`src/rtl/fir_ss_feeder_if.sv`:
```
// Valid/ready sample link (AXI-Stream subset) used on both sides of fir_ss_feeder.
interface fir_ss_feeder_if #(
  parameter int pDATA_WIDTH = 32
);
  logic                   tvalid;
  logic                   tready;
  logic [pDATA_WIDTH-1:0] tdata;
  logic                   tlast;

  modport master (output tvalid, output tdata, output tlast, input tready);
  modport slave  (input tvalid, input tdata, input tlast, output tready);
endinterface

```
`src/rtl/fir_ss_feeder.sv`:
```
// FWFT input FIFO in front of the FIR ss_* sink; counts samples against data_length and forces tlast.
// Optional stall statistics counter enabled by defining FIR_SS_FEEDER_STATS_EN.
module fir_ss_feeder #(
  parameter int pDATA_WIDTH = 32,
  parameter int pDEPTH      = 8
) (
  input  logic                     axis_clk,
  input  logic                     axis_rst,
  fir_ss_feeder_if.slave           s,
  fir_ss_feeder_if.master          ss,
  input  logic                     ap_start,
  input  logic [31:0]              data_length,
  output logic                     frame_done,
  output logic                     busy,
  output logic [$clog2(pDEPTH):0]  level,
  output logic                     err_early_last,
  output logic                     err_missing_last,
  output logic [31:0]              stall_cnt
);
  localparam int AW = $clog2(pDEPTH);

  typedef enum logic [1:0] {IDLE, STREAM, DRAIN} state_e;

  state_e               state_q, state_d;
  logic [AW:0]          wr_ptr_q, rd_ptr_q, level_d;
  logic                 full_q, empty_q;
  logic [pDATA_WIDTH:0] mem_q [pDEPTH];
  logic [pDATA_WIDTH:0] head;
  logic [31:0]          len_q, len_d, count_q, count_d;
  logic                 err_early_q, err_early_d, err_miss_q, err_miss_d;
  logic                 done_q, done_d;
  logic                 push, pop, at_final, tlast_f;

  assign head      = mem_q[rd_ptr_q[AW-1:0]];
  assign ss.tvalid = !empty_q;
  assign ss.tdata  = empty_q ? '0 : head[pDATA_WIDTH-1:0];
  assign ss.tlast  = !empty_q && head[pDATA_WIDTH];

  // NOTE: full_q is registered, so a pop in the same cycle does not reopen s.tready.
  assign s.tready  = (state_q == STREAM) && !full_q;
  assign push      = s.tvalid && s.tready;
  assign pop       = !empty_q && ss.tready;
  assign at_final  = (count_q == len_q - 32'd1);
  assign tlast_f   = at_final || s.tlast;

  assign level     = wr_ptr_q - rd_ptr_q;
  assign level_d   = level + {{AW{1'b0}}, push} - {{AW{1'b0}}, pop};

  assign frame_done       = done_q;
  assign busy             = (state_q != IDLE);
  assign err_early_last   = err_early_q;
  assign err_missing_last = err_miss_q;

  always_comb begin
    state_d     = state_q;
    len_d       = len_q;
    count_d     = count_q;
    err_early_d = err_early_q;
    err_miss_d  = err_miss_q;
    done_d      = 1'b0;
    unique case (state_q)
      IDLE: begin
        if (ap_start) begin
          len_d       = data_length;
          count_d     = '0;
          err_early_d = 1'b0;
          err_miss_d  = 1'b0;
          // An empty frame completes immediately without touching the FIFO.
          if (data_length == 32'd0) done_d  = 1'b1;
          else                      state_d = STREAM;
        end
      end
      STREAM: begin
        if (push) begin
          count_d = count_q + 32'd1;
          if (s.tlast && !at_final) err_early_d = 1'b1;
          if (at_final && !s.tlast) err_miss_d  = 1'b1;
          if (tlast_f)              state_d     = DRAIN;
        end
      end
      DRAIN: begin
        if (pop && ss.tlast) begin
          state_d = IDLE;
          done_d  = 1'b1;
        end
      end
      default: state_d = IDLE;
    endcase
  end

  always_ff @(posedge axis_clk) begin
    if (axis_rst) begin
      state_q     <= IDLE;
      len_q       <= '0;
      count_q     <= '0;
      err_early_q <= 1'b0;
      err_miss_q  <= 1'b0;
      done_q      <= 1'b0;
      wr_ptr_q    <= '0;
      rd_ptr_q    <= '0;
      full_q      <= 1'b0;
      empty_q     <= 1'b1;
    end else begin
      state_q     <= state_d;
      len_q       <= len_d;
      count_q     <= count_d;
      err_early_q <= err_early_d;
      err_miss_q  <= err_miss_d;
      done_q      <= done_d;
      wr_ptr_q    <= wr_ptr_q + {{AW{1'b0}}, push};
      rd_ptr_q    <= rd_ptr_q + {{AW{1'b0}}, pop};
      full_q      <= (level_d == (AW+1)'(pDEPTH));
      empty_q     <= (level_d == '0);
    end
  end

  // NOTE: storage is not reset; resetting the pointers discards it and ss.tdata is masked while empty.
  always_ff @(posedge axis_clk) begin
    if (push) mem_q[wr_ptr_q[AW-1:0]] <= {tlast_f, s.tdata};
  end

`ifdef FIR_SS_FEEDER_STATS_EN
  logic [31:0] stall_q;

  always_ff @(posedge axis_clk) begin
    if (axis_rst)                                   stall_q <= '0;
    else if (state_q == IDLE && ap_start)           stall_q <= '0;
    else if (ss.tvalid && !ss.tready && stall_q != '1) stall_q <= stall_q + 32'd1;
  end

  assign stall_cnt = stall_q;
`else
  assign stall_cnt = '0;
`endif
endmodule

```
`src/flat_wrapper.sv`:
```
// flat-port wrapper written by rule: the top's interface ports become plain ports
module fir_ss_feeder_flat 
#(
  parameter int pDATA_WIDTH = 32,
  parameter int pDEPTH      = 8
)
  (axis_clk, axis_rst, ap_start, data_length, frame_done, busy, level, err_early_last, err_missing_last, stall_cnt, s_tvalid, s_tdata, s_tlast, s_tready, ss_tvalid, ss_tdata, ss_tlast, ss_tready);
  fir_ss_feeder_if #(.pDATA_WIDTH(pDATA_WIDTH)) s_i ();
  fir_ss_feeder_if #(.pDATA_WIDTH(pDATA_WIDTH)) ss_i ();
  input  logic axis_clk;
  input  logic axis_rst;
  input  logic ap_start;
  input  logic [31:0] data_length;
  output logic frame_done;
  output logic busy;
  output logic [$clog2(pDEPTH):0] level;
  output logic err_early_last;
  output logic err_missing_last;
  output logic [31:0] stall_cnt;
  input wire logic [$bits(s_i.tvalid)-1:0] s_tvalid;
  input wire logic [$bits(s_i.tdata)-1:0] s_tdata;
  input wire logic [$bits(s_i.tlast)-1:0] s_tlast;
  output wire logic [$bits(s_i.tready)-1:0] s_tready;
  output wire logic [$bits(ss_i.tvalid)-1:0] ss_tvalid;
  output wire logic [$bits(ss_i.tdata)-1:0] ss_tdata;
  output wire logic [$bits(ss_i.tlast)-1:0] ss_tlast;
  input wire logic [$bits(ss_i.tready)-1:0] ss_tready;
  assign s_i.tvalid = s_tvalid;
  assign s_i.tdata = s_tdata;
  assign s_i.tlast = s_tlast;
  assign s_tready = s_i.tready;
  assign ss_tvalid = ss_i.tvalid;
  assign ss_tdata = ss_i.tdata;
  assign ss_tlast = ss_i.tlast;
  assign ss_i.tready = ss_tready;
  fir_ss_feeder #(.pDATA_WIDTH(pDATA_WIDTH), .pDEPTH(pDEPTH)) u_core (.axis_clk(axis_clk), .axis_rst(axis_rst), .s(s_i), .ss(ss_i), .ap_start(ap_start), .data_length(data_length), .frame_done(frame_done), .busy(busy), .level(level), .err_early_last(err_early_last), .err_missing_last(err_missing_last), .stall_cnt(stall_cnt));
endmodule
```
`config.mk`:
```
export PLATFORM = sky130hd
export DESIGN_NAME = fir_ss_feeder_flat
export DESIGN_NICKNAME = d
export VERILOG_FILES = /design/src/rtl/fir_ss_feeder_if.sv /design/src/rtl/fir_ss_feeder.sv /design/src/flat_wrapper.sv
export SDC_FILE = /design/constraint.sdc
export NUM_CORES = 1
export LEC_CHECK = 0
export BUFFER_PORTS_ARGS = -buffer_cell sky130_fd_sc_hd__buf_2
export CORE_ASPECT_RATIO = 1.4
export CORE_UTILIZATION = 45
export CTS_CLUSTER_SIZE = 8
export DETAILED_ROUTE_END_ITERATION = 8
export GPL_TIMING_DRIVEN = 1
export PLACE_DENSITY = 0.6
export SYNTH_ARGS = -nofsm -noshare
export SYNTH_HDL_FRONTEND = slang
export SYNTH_SLANG_ARGS = --single-unit
```
`constraint.sdc`:
```
create_clock -name axis_clk -period 5 [get_ports axis_clk]
set_input_delay 0.5 -clock axis_clk [delete_from_list [all_inputs] [get_ports axis_clk]]
set_output_delay 0.5 -clock axis_clk [all_outputs]
set_load 0.01 [all_outputs]
```
Word-level counts from Yosys, hierarchy flattened
Memory sizes are Yosys's and may differ from the RTL's. A register that Yosys moved wholly into a read port is not among the register bits.
Index checks and enable logic that the tools add are counted.
- register bits after elaboration: 79
- output and inout port bits: 75
- bits in latches: 0
- memory bits (writable): 264
- memories kept: 1
- memory bits (read-only): 0
- input port bits: 70
- logic and storage cells: 75
- memory list (memory ; depth ; bits a word ; read ports ; clocked after memory_dff ; write ports ; line ; RTL):
    u_core.mem_q ; 8 ; 33 ; 1 ; 1 ; 1 ; fir_ss_feeder.sv:27 ; logic [pDATA_WIDTH:0] mem_q [pDEPTH];
- bitwise logic cells: 0
- div/mod/pow operators: 0
- magnitude comparators: 0
- add/subtract/negate cells: 7
- reduce and logical (&&, ||, !) cells: 22
- eq/ne operators: 11
- shift operators: 0
- multipliers: 0
- muxes and demuxes: 24
- operators with widths (operator ; count):
    $mux 32 ; 3
    $pmux 32 s2 ; 1
    $add 32x1->32 const B ; 1
    $eq 32x32->1 ; 1
    $logic_not 32->1 ; 1
    $sub 32x1->32 const B ; 1
    $add 4x1->4 ; 3
    $mux 1 ; 10
    $mux 2 ; 5
    $ne 2x2->1 const B ; 4
    $reduce_and 4->1 ; 2
    $logic_and 1x1->1 ; 7
    $ne 2x1->1 const B ; 3
    $pmux 1 s2 ; 3
    $pmux 2 s3 ; 1
    $reduce_and 5->1 ; 1
    $eq 4x4->1 const B ; 1
    $logic_not 1->1 ; 4
    $logic_not 4->1 ; 1
    $reduce_bool 2->1 ; 2
    $sub 4x1->4 ; 1
    $sub 4x4->4 ; 1
    $mux 3 ; 1
    $reduce_and 3->1 ; 1
    5 further kinds ; 5

Depth between registers and ports, before layout
Gate-level depths: netlist of the first run.
- word-level depth: 7
- mapped depth: 12
- depth with buffers taken out: 12

Worst setup path after synthesis of the first run
OpenSTA, ideal clock, no wires.
- path type: reg-to-reg
- start point: reg u_core.state_q[0]
- end point: mem u_core.mem_q[1][0] (netlist bit) (enable)
- period minus slack after synthesis: 3.860 ns
- cell stages (with the launch flop): 6
- setup time: 0.464 ns
- data required time: 4.536 ns
- slack: 1.140 ns
- arrival time: 3.396 ns
- path buffers: 1
- cells stage by stage: dfxtp_1 > nor2b_1 > and3b_1 > clkbuf_1 > nand2_1 > nor3_1
- longest elaborated chain between the ends: 5
- RTL lines (element ; line ; RTL):
    from (decl) ; fir_ss_feeder.sv:24 ; state_e state_q, state_d;
    from (signal assigned) ; fir_ss_feeder.sv:104 ; state_q <= state_d;
    $eq 2x1->1 ; fir_ss_feeder.sv:40 ; assign s.tready = (state_q == STREAM) && !full_q;
    $logic_and 1x1->1 ; fir_ss_feeder.sv:40 ;
    $logic_and 1x1->1 ; fir_ss_feeder.sv:41 ; assign push = s.tvalid && s.tready;
    $mux 1 ; fir_ss_feeder.sv:119 ; if (push) mem_q[wr_ptr_q[AW-1:0]] <= {tlast_f, s.tdata};
    $mux 1 (implied by the code) ; fir_ss_feeder.sv:119 ;
    to (decl) ; fir_ss_feeder.sv:27 ;
No other way between the ends.

==> results of run 1 <==
[worst paths after layout]
check | slack (ps) | to | from
setup reg to reg | 1850 | u_core.mem_q[1][30] | u_core.state_q[0]
hold reg to reg | 480 | u_core.len_q[31] | u_core.len_q[31]
hold / removal | 180 | u_core.len_q[7] | data_length[7]
setup / recovery | 1350 | ss_tlast | u_core.rd_ptr_q[0]
[routing by layer]
metal / routed length [µm] / share of wire [%] / vias to the layer above
met3: 1560 / 4.5 / 85
met1: 13600 / 39 / 4604
li1: - / - / 4316
met5: 11 / 0.032 / -
met2: 17900 / 52 / 289
met4: 1350 / 3.9 / 2
[per-stage QoR]
| step | hold slack (ps) | total power [µW] |
|---|---|---|
| 2_1_floorplan | 449 | 4160 |
| 3_3_place_gp | 476 | 4570 |
| 3_5_place_dp | 476 | 4580 |
| 4_1_cts | 163 | 7510 |
| 5_1_grt | 175 | 7750 |
| 6_report | 179 | 7420 |
[cells by family after synthesis]
group / Yosys count / share of synthesized area [%]
AND/OR/NAND/NOR: 376 / 12.5
multiplexers: 68 / 10.0
adder cells (fa/ha/maj): 15 / 1.34
XOR/XNOR: 71 / 4.12
other: 1 / 0.0249
AO/OA/AOI/OAI: 126 / 5.09
flip-flops: 343 / 63.1
buffers and inverters: 113 / 3.87
[worst max-delay path: cells and delay by family (launching register included)]
kind	cells	cell delay, ps
buffers and inverters	2	990
DFF	1	680
and+or+nand+nor	1	100
muxes	2	800
[synth_stat cells (3+ instances only)]
library cell | number | area, µm²
a211o_1 | 5 | 43.8
a21o_1 | 4 | 30.0
a21oi_1 | 76 | 380
and2_1 | 5 | 31.3
and3_1 | 8 | 50.1
and4_1 | 8 | 70.1
buf_1 | 6 | 22.5
buf_2 | 13 | 65.1
buf_4 | 32 | 240
buf_6 | 3 | 33.8
clkbuf_1 | 38 | 143
dfxtp_1 | 79 | 1580
edfxtp_1 | 264 | 7930
ha_1 | 13 | 163
inv_1 | 20 | 75.1
mux4_2 | 66 | 1490
nand2_1 | 155 | 582
nand2b_1 | 7 | 43.8
nand3_1 | 19 | 95.1
nand3b_1 | 5 | 37.5
nand4_1 | 16 | 100
nand4b_1 | 3 | 26.3
nor2_1 | 65 | 244
nor2b_1 | 13 | 81.3
nor3_1 | 18 | 90.1
nor4_1 | 20 | 125
o211ai_1 | 3 | 22.5
o21ai_0 | 9 | 45.0
o22ai_1 | 3 | 18.8
or2_2 | 3 | 18.8
or3_1 | 8 | 50.1
or4_1 | 9 | 67.6
xnor2_1 | 34 | 298
xor2_1 | 37 | 324
[where the power goes]
group | internal [µW] | switching, µW
sequential | 3130 | 149
combinational | 572 | 651
clock | 1760 | 1160
total | 5460 | 1960
[layout make-up]
cell class	count	area share, %
multi-input cells	688	29.8
diodes	1	0.0144
flip-flops and latches	343	54.9
clock inverters	5	0.419
repair buffers	128	3.93
clock buffers	59	7.29
inverters	21	0.455
well taps	445	3.21
[sequential cells by signal, indices dropped and copies added, names as in the netlist]
| register | count |
|---|---|
| u_core.rd_ptr_q | 4 |
| u_core.empty_q | 1 |
| u_core.mem_q | 264 |
| u_core.err_missing_last | 1 |
| u_core.frame_done | 1 |
| u_core.err_early_last | 1 |
| u_core.count_q | 32 |
| u_core.len_q | 32 |
| u_core.full_q | 1 |
| u_core.state_q | 2 |
| u_core.wr_ptr_q | 4 |
==> qor.log, run 1 <==
[logic_synthesis] count of distinct cell types in the synthesized netlist 71
[timing] number of setup violations in the final report 0
[global_routing] vias in the first global route 9363
[clocking] clock root buffer clkbuf_16
[die] effective utilization at floorplan 45.5%
[min_path] min-delay worst type in2reg
[timing] final-report hold violation count 0
[clocking] CTS sink count 343
[timing] setup repair after global routing missed its margin no
[place] Inst Count DP 1625
[place] routability cong. 0.949
[route] DRC Markers 0
[global_routing] first-pass GRT wire length 53.2 mm
[final_layout] fill cell count 2805
[critical_path] critical path's largest stage delay 790 ps
[final_layout] area of combinational cells with multiple inputs 5160 µm²
[logic_synthesis] sequential fraction of the synthesis area 63.1%
[final_layout] area taken by flip-flops and latches 9520 µm²
[die] Vert. Die Dim 219 µm
[critical_path] chain of cells forming the critical path buf_4 -> mux4_2 -> mux2i_1 -> nor2_1 -> buf_2
[critical_path] required time reported for the critical path endpoint 4500 ps
[logic_synthesis] post-synthesis instance area 15100 µm²
[logic_synthesis] count of flip-flops with a built-in enable after synthesis 264
[power] Power Density 428 nW/µm²
[global_routing] number of antenna violations at the first check in global routing 2
[critical_path] peak fanout along the critical path 44
[route] number of nets with antenna violations after routing 0
[timing] actual transition at the worst max-transition pin 1240 ps
[critical_path] cell type of the slowest stage on the worst timing path buf_4
[final_layout] number of nets at the end of the flow 1316
[power] Worst IR Drop VDD 309 µV
[global_routing] global-route usage over all layers 20.8%
[route] mean routed wirelength per cell 20.4 µm
[global_routing] met2 track demand over resource in global routing 37.0%
[place] standard cell area after detailed placement 16000 µm²
[die] number of placement rows 79
[flow_run] maximum capacitance violations 0
[critical_path] arrival time of data at the critical path endpoint 3150 ps
[logic_synthesis] count of warnings emitted by yosys 0
[clocking] CTS tree built
[clocking] Gates resized, CTS repair 0
[place] worst slack at placement 1770 ps
[clocking] clock latency at the later pin of the worst-skew pair 570 ps
[critical_path] number of cells on the worst reg-to-reg path 5
[critical_path] Worst setup EP type output port
[route] number of detailed-route iterations in the first pass 5
[logic_synthesis] synthesized area per cell 13.5 µm²
[clocking] Longest Clk Path Bufs 3
[final_layout] fraction of final layout cells with drive strength greater than 1 21.9%
[timing] PnR worst setup slack 1350 ps
[route] ratio of routed vias to standard cells 5.50
[route] count of routing violations after the opening detailed-route iteration 565
[logic_synthesis] Gate Count Post-Synth 1113
[clocking] buffer count from post-CTS setup fixing 0
[final_layout] Final Cell Area 17300 µm²
[die] area of the core 33100 µm²
[clocking] clock edge transition at the registers on the reported setup and hold paths 50 ps
[clocking] H-Tree Depth 2
[final_layout] final non-filler cell total 1690
[global_routing] routing usage on met3 3.35%
[min_path] cell count of the worst hold path 3
[die] Die Wd 157 µm
[timing] worst slew margin relative to its limit 16.8%
[timing] final worst path period share 73.0%
[critical_path] startpoint kind of the worst setup timing path flop
[final_layout] Final Core Density 52.3%
[clocking] hold buffers post-CTS 0
[die] I/O pin count 145
[final_layout] Layout area overhead 14.9%
[route] total vias in the final route 9296
[power] standby leakage power 0.00603 µW
[place] detailed placer's ending HPWL 22.2 mm
[timing] final clock skew 30.0 ps
[route] total wirelength of the detailed-routed design 34.4 mm
[timing] upper clock frequency limit 0.274 GHz
[final_layout] leading cell type in the layout, fill and taps excluded edfxtp_1
[global_routing] peak-usage layer in the global routing report met2
[critical_path] classification of the worst setup path reg2out
[global_routing] met1 track demand over resource in global routing 24.3%
[outcome] status finished clean
[place] number of I/O port buffers 112
[logic_synthesis] synthesis-stage register bit count 343
[final_layout] commonest non-fill, non-tap cells in the layout 264 x edfxtp_1, 155 x nand2_1, 112 x buf_2, 76 x a21oi_1, 76 x dfxtp_1
[global_routing] total grt overflow 0
[logic_synthesis] most frequently used flop master after synthesis edfxtp_1
[timing] post-route setup TNS 0 ps
[timing] Final Max Tran Viols 0
[logic_synthesis] proportion of register bits with asynchronous set or reset after synthesis 0%
[clocking] TritonCTS Buffers 49
[timing] Min Clock Period, post-route 3650 ps
[global_routing] largest net degree at the start of global routing 69
[die] die area 34300 µm²
Note: power is estimated with default switching activity, not from simulation.
==> run 2, diff against run 1 <==
--- a/config.mk
+++ b/config.mk
@@ -11,7 +11,7 @@
 export CTS_CLUSTER_SIZE = 8
 export DETAILED_ROUTE_END_ITERATION = 8
 export GPL_TIMING_DRIVEN = 1
-export PLACE_DENSITY = 0.6
+export PLACE_DENSITY = 0.63
 export SYNTH_ARGS = -nofsm -noshare
 export SYNTH_HDL_FRONTEND = slang
 export SYNTH_SLANG_ARGS = --single-unit
==> constraint.sdc (replaced) <==
create_clock -name axis_clk -period 3.1 [get_ports axis_clk]
set_input_delay 0.31 -clock axis_clk [delete_from_list [all_inputs] [get_ports axis_clk]]
set_output_delay 0.31 -clock axis_clk [all_outputs]
set_load 0.01 [all_outputs]
==> qor.log, run 2 (synthesis gave the netlist of run 1 again) <==
[route] mean routed wirelength per cell 20.4 µm [+0.29%]
[timing] number of setup violations in the final report 0 [unchanged]
[global_routing] largest net degree at the start of global routing 69 [unchanged]
[outcome] status finished clean
[clocking] Longest Clk Path Bufs 3 [unchanged]
[route] total vias in the final route 9405 [+1.2%]
[power] Power Density 678 nW/µm² [+58%]
[place] detailed placer's ending HPWL 22.6 mm [+1.9%]
[timing] post-route setup TNS 0 ps [unchanged]
[place] worst slack at placement 282 ps [-1490 ps]
[timing] final-report hold violation count 0 [unchanged]
[place] number of I/O port buffers 112 [unchanged]
[critical_path] critical path's largest stage delay 780 ps [about the same]
[timing] PnR worst setup slack 194 ps [-1160 ps]
[critical_path] chain of cells forming the critical path buf_4 -> mux4_2 -> nand2_1 -> a21oi_1 -> buf_2
[final_layout] number of flip-flops in the largest register 264 [unchanged]
[die] Vert. Die Dim 219 µm [unchanged]
[route] number of detailed-route iterations in the first pass 5 [unchanged]
[route] total wirelength of the detailed-routed design 35.3 mm [+2.7%]
[global_routing] total grt overflow 0 [unchanged]
[min_path] min-delay worst type in2reg
[final_layout] Layout area overhead 17.5%
[clocking] CTS sink count 343 [unchanged]
[critical_path] required time reported for the critical path endpoint 2790 ps [-1710 ps]
[final_layout] number of nets at the end of the flow 1346 [+2.3%]
[route] ratio of routed vias to standard cells 5.44 [-1.2%]
[die] effective utilization at floorplan 45.5% [unchanged]
[clocking] clock root buffer clkbuf_16
[place] routability cong. 0.962 [+1.4%]
[global_routing] global-route usage over all layers 21.3% [+0.49 points]
[timing] Min Clock Period, post-route 2910 ps
[die] number of placement rows 79 [unchanged]
[route] count of routing violations after the opening detailed-route iteration 551 [-2.5%]
[timing] upper clock frequency limit 0.344 GHz
[timing] final worst path period share 93.7%
[clocking] H-Tree Depth 2 [unchanged]
[flow_run] maximum capacitance violations 0 [unchanged]
[clocking] clock edge transition at the registers on the reported setup and hold paths 50 ps [about the same]
[route] DRC Markers 0 [unchanged]
[critical_path] combined buffer and inverter count along the critical path 2 [unchanged]
[critical_path] largest delay contributor family on the critical path buffers and inverters
[final_layout] commonest non-fill, non-tap cells in the layout 264 x edfxtp_1, 155 x nand2_1, 112 x buf_2, 76 x a21oi_1, 76 x dfxtp_1
[die] I/O pin count 145 [unchanged]
[critical_path] arrival time of data at the critical path endpoint 2600 ps [-550 ps]
[power] standby leakage power 0.00618 µW [+2.6%]
[global_routing] first-pass GRT wire length 54.1 mm [+1.6%]
[final_layout] leading cell type in the layout, fill and taps excluded edfxtp_1
[power] Worst IR Drop VDD 686 µV [+120%]
[global_routing] vias in the first global route 9507 [+1.5%]
[timing] worst slew margin relative to its limit 31.3% [+15 points]
[timing] setup repair after global routing missed its margin no
[die] die area 34300 µm² [unchanged]
[clocking] TritonCTS Buffers 48 [-2.0%]
[critical_path] peak fanout along the critical path 68 [+55%]
[critical_path] Worst setup EP type output port
[clocking] clock latency at the later pin of the worst-skew pair 560 ps [about the same]
[final_layout] fraction of final layout cells with drive strength greater than 1 22.7% [+0.72 points]
[clocking] CTS tree built
[die] area of the core 33100 µm² [unchanged]
[timing] Final Max Tran Viols 0 [unchanged]
[die] Die Wd 157 µm [unchanged]
[timing] actual transition at the worst max-transition pin 1030 ps [-211 ps]
[final_layout] final non-filler cell total 1730 [+2.4%]
[route] number of nets with antenna violations after routing 0 [unchanged]
[critical_path] startpoint kind of the worst setup timing path flop
[clocking] buffer count from post-CTS setup fixing 0 [unchanged]
[place] Inst Count DP 1644 [+1.2%]
[final_layout] Final Cell Area 17700 µm² [+2.3%]
[timing] final clock skew 22.7 ps [-7.29 ps]
[critical_path] classification of the worst setup path reg2out
[global_routing] number of antenna violations at the first check in global routing 3 [+1]
[place] standard cell area after detailed placement 16200 µm² [+1.5%]
[critical_path] cell type of the slowest stage on the worst timing path buf_4
[run 2: repair_timing]
action	CTS	global route
hold buffers	12	0
resized for setup	0	2
endpoints found under the setup margin	0	8
endpoints found under the hold margin	30	0
[run 2: layout make-up]
| class | count | area [µm²] |
|---|---|---|
| fillers | 2747 | 15400 |
| flip-flops and latches | 343 | 9520 |
| inverters | 21 | 78.8 |
| multi-input cells | 688 | 5180 |
| well taps | 445 | 557 |
| repair buffers | 159 | 1030 |
| diodes | 1 | 2.50 |
| clock inverters | 3 | 68.8 |
| clock buffers | 70 | 1280 |
[run 2: metrics by stage]
step	total power [µW]	util (%)	hold WS, ps
global placement	7410	49.0	467
floorplan	6710	-	409
detailed placement	7420	49.0	470
global route	12500	53.5	10.3
finish	12000	53.5	14.5
CTS	12200	53.5	0.508
[run 2: tightest hold or removal path: cells and delay by family]
kind	cells	cell delay [ps]
and+or+nand+nor	1	50
buffers and inverters	1	110
AOI/OAI and AO/OA	1	50
[run 2: power breakdown]
group	internal (µW)	switching, µW
Combinational	971	1230
Clock	2840	1850
Sequential	5040	70.1
Total	8850	3160
[run 2: routing by layer]
layer | routed length (µm) | up-vias | GRT usage [%]
met1 | 13600 | 4670 | 24.3
met5 | 16 | - | 0
met3 | 1680 | 72 | 3.73
li1 | - | 4394 | -
met2 | 18800 | 265 | 38.8
met4 | 1210 | 4 | 8.76
[run 2: path summary, 6_finish.rpt]
path                       from             endpoint  slack [ps]  cells past startpoint
max          u_core.rd_ptr_q[1]         ss_tdata[24]         190                      5
min              data_length[6]      u_core.len_q[6]          10                      3
max reg2reg     u_core.len_q[0]  u_core.mem_q[2][32]         220                      9
min reg2reg    u_core.len_q[31]     u_core.len_q[31]         470                      2
==> run 3, diff against run 2 <==
--- a/config.mk
+++ b/config.mk
@@ -5,7 +5,7 @@
 export SDC_FILE = /design/constraint.sdc
 export NUM_CORES = 1
 export LEC_CHECK = 0
-export BUFFER_PORTS_ARGS = -buffer_cell sky130_fd_sc_hd__buf_2
+export BUFFER_PORTS_ARGS = -buffer_cell sky130_fd_sc_hd__buf_4
 export CORE_ASPECT_RATIO = 1.4
 export CORE_UTILIZATION = 45
 export CTS_CLUSTER_SIZE = 8
==> qor.log, run 3 (synthesis gave the netlist of run 1 again) <==
[outcome] status finished clean
[final_layout] commonest non-fill, non-tap cells in the layout 264 x edfxtp_1, 155 x nand2_1, 141 x buf_4, 76 x a21oi_1, 76 x dfxtp_1
[place] Inst Count DP 1644 [unchanged]
[clocking] H-Tree Depth 2 [unchanged]
[critical_path] startpoint kind of the worst setup timing path flop
[final_layout] number of nets at the end of the flow 1373 [+2.0%]
[global_routing] routing usage on met3 3.95% [+0.22 points]
[global_routing] first-pass GRT wire length 55.1 mm [+1.9%]
[final_layout] fraction of final layout cells with drive strength greater than 1 22.2% [-0.43 points]
[global_routing] number of antenna violations at the first check in global routing 0 [-3]
[critical_path] end of the worst register-to-register path u_core.mem_q[3][32]
[place] number of I/O port buffers 112 [unchanged]
[critical_path] classification of the worst setup path reg2reg
[place] detailed placer's ending HPWL 22.8 mm [+0.85%]
[die] area of the core 33100 µm² [unchanged]
[critical_path] beginning of the worst register-to-register path u_core.len_q[15]
[clocking] clock edge transition at the registers on the reported setup and hold paths 60 ps [about the same]
[route] ratio of routed vias to standard cells 5.45 [+0.32%]
[route] number of detailed-route iterations in the first pass 5 [unchanged]
[critical_path] arrival time of data at the critical path endpoint 3200 ps [+600 ps]
[route] total vias in the final route 9517 [+1.2%]
[timing] worst slew margin relative to its limit 51.5% [+20 points]
[final_layout] Ant. Diodes 0 [-1]
[clocking] Longest Clk Path Bufs 3 [unchanged]
[route] count of routing violations after the opening detailed-route iteration 465 [-16%]
[timing] number of setup violations in the final report 0 [unchanged]
[min_path] hold path startpoint data_length[3]
[flow_run] maximum capacitance violations 0 [unchanged]
[power] Worst IR Drop VDD 468 µV [-32%]
[critical_path] required time reported for the critical path endpoint 3440 ps [+650 ps]
[timing] post-route setup TNS 0 ps [unchanged]
[global_routing] global-route usage over all layers 21.6% [+0.34 points]
[timing] actual transition at the worst max-transition pin 721 ps [-309 ps]
[die] Die Wd 157 µm [unchanged]
[final_layout] final non-filler cell total 1745 [+0.87%]
[final_layout] Layout area overhead 20.7%
[clocking] clock latency at the later pin of the worst-skew pair 560 ps [about the same]
[place] routability cong. 0.943 [-2.0%]
[timing] setup repair after global routing missed its margin no
[clocking] TritonCTS Buffers 48 [unchanged]
[die] Vert. Die Dim 219 µm [unchanged]
[global_routing] peak-usage layer in the global routing report met2
[global_routing] largest net degree at the start of global routing 69 [unchanged]
[final_layout] Final Cell Area 18200 µm² [+2.7%]
[route] DRC Markers 0 [unchanged]
[clocking] clock root buffer clkbuf_16
[critical_path] number of cells on the worst reg-to-reg path 7 [-2]
[min_path] cell count of the worst hold path 3 [unchanged]
[power] post-layout total power 12100 µW [+1.0%]
[route] number of nets with antenna violations after routing 0 [unchanged]
[critical_path] register-to-register setup slack 250 ps [+30 ps]
[min_path] worst min-delay path endpoint u_core.len_q[3]
[clocking] CTS tree built
[timing] final worst path period share 92.1% [-1.7 points]
[power] standby leakage power 0.00636 µW [+2.8%]
[global_routing] vias in the first global route 9943 [+4.6%]
[place] standard cell area after detailed placement 16500 µm² [+1.6%]
[timing] Min Clock Period, post-route 2850 ps [-52.5 ps]
[route] mean routed wirelength per cell 20.4 µm [about the same]
[die] number of placement rows 79 [unchanged]
[timing] final-report hold violation count 0 [unchanged]
[timing] Final Max Tran Viols 0 [unchanged]
[critical_path] Worst setup EP type flop
[timing] final clock skew 17.5 ps [-5.24 ps]
[clocking] buffer count from post-CTS setup fixing 0 [unchanged]
[critical_path] peak fanout along the critical path 8 [-88%]
[final_layout] leading cell type in the layout, fill and taps excluded edfxtp_1
[final_layout] number of flip-flops in the largest register 264 [unchanged]
[die] I/O pin count 145 [unchanged]
[die] effective utilization at floorplan 45.5% [unchanged]
[route] total wirelength of the detailed-routed design 35.7 mm [+0.95%]
[clocking] CTS sink count 343 [unchanged]
[timing] upper clock frequency limit 0.350 GHz [+1.8%]
[min_path] min-delay worst type in2reg
[global_routing] met2 track demand over resource in global routing 39.5% [+0.74 points]
[power] Power Density 666 nW/µm² [-1.7%]
[global_routing] met1 track demand over resource in global routing 24.2% [-0.16 points]
[global_routing] total grt overflow 0 [unchanged]
[die] die area 34300 µm² [unchanged]
-- run 3: cell count changes in the layout (fill, tap and decap cells not counted), moves of 2 or more --
cell / previous run / this run
dlygate4sd3_1: 12 / 39
clkbuf_1: 22 / 11
buf_2: 112 / 0
nor4_1: 18 / 20
nor4_2: 3 / 1
buf_4: 28 / 141
-- run 3: worst max-delay path by stage --
stage          slack (ps)                  end          startpoint
6_report              250  u_core.mem_q[3][32]    u_core.len_q[15]
3_3_place_gp          270  u_core.mem_q[6][32]     u_core.len_q[5]
5_1_grt                30  u_core.mem_q[7][32]    u_core.len_q[15]
4_1_cts               250  u_core.mem_q[7][32]     u_core.len_q[5]
3_5_place_dp          280  u_core.mem_q[4][32]     u_core.len_q[5]
2_1_floorplan         120       u_core.empty_q  u_core.rd_ptr_q[1]
-- run 3: cell type report --
cell class | count | area [µm²]
multi-input cells | 688 | 5170
well taps | 445 | 557
clock inverters | 2 | 46.3
inverters | 21 | 78.8
fillers | 2694 | 14900
clock buffers | 60 | 1270
flip-flops and latches | 343 | 9520
repair buffers | 186 | 1570
-- run 3: where the power goes --
group / switching [µW] / internal [µW]
sequential: 73.2 / 5050
clock: 1830 / 2820
combinational: 1240 / 1120
-- run 3: critical path, cell delays in order (launching register included) --
cell and delay (ps):
dfxtp_1 370, or4_1 670, nor4_1 460, nand4_1 190, xnor2_1 150, nor4_1 280, nand4_1 220, nand2b_1 290
-- run 3: timing repair --
item | CTS | global route
hold buffers | 39 | 0
hold endpoints to repair | 263 | 0
gates resized for setup | 0 | 0
-- run 3: metal layers --
layer / routed length [µm] / vias up / share of wire (%)
li1: - / 4427 / -
met1: 13700 / 4748 / 38
met2: 19000 / 256 / 53
met3: 1610 / 86 / 4.5
met4: 1380 / 0 / 3.9
met5: 0 / - / 0
-- run 3: stage by stage --
stage	hold slack, ps	util (%)	worst slack [ps]
CTS	0.563	55.0	253
detailed placement	469	49.8	277
global route	16.3	55.0	26.7
finish	26.4	55.0	246
floorplan	409	-	118
global placement	467	49.8	268
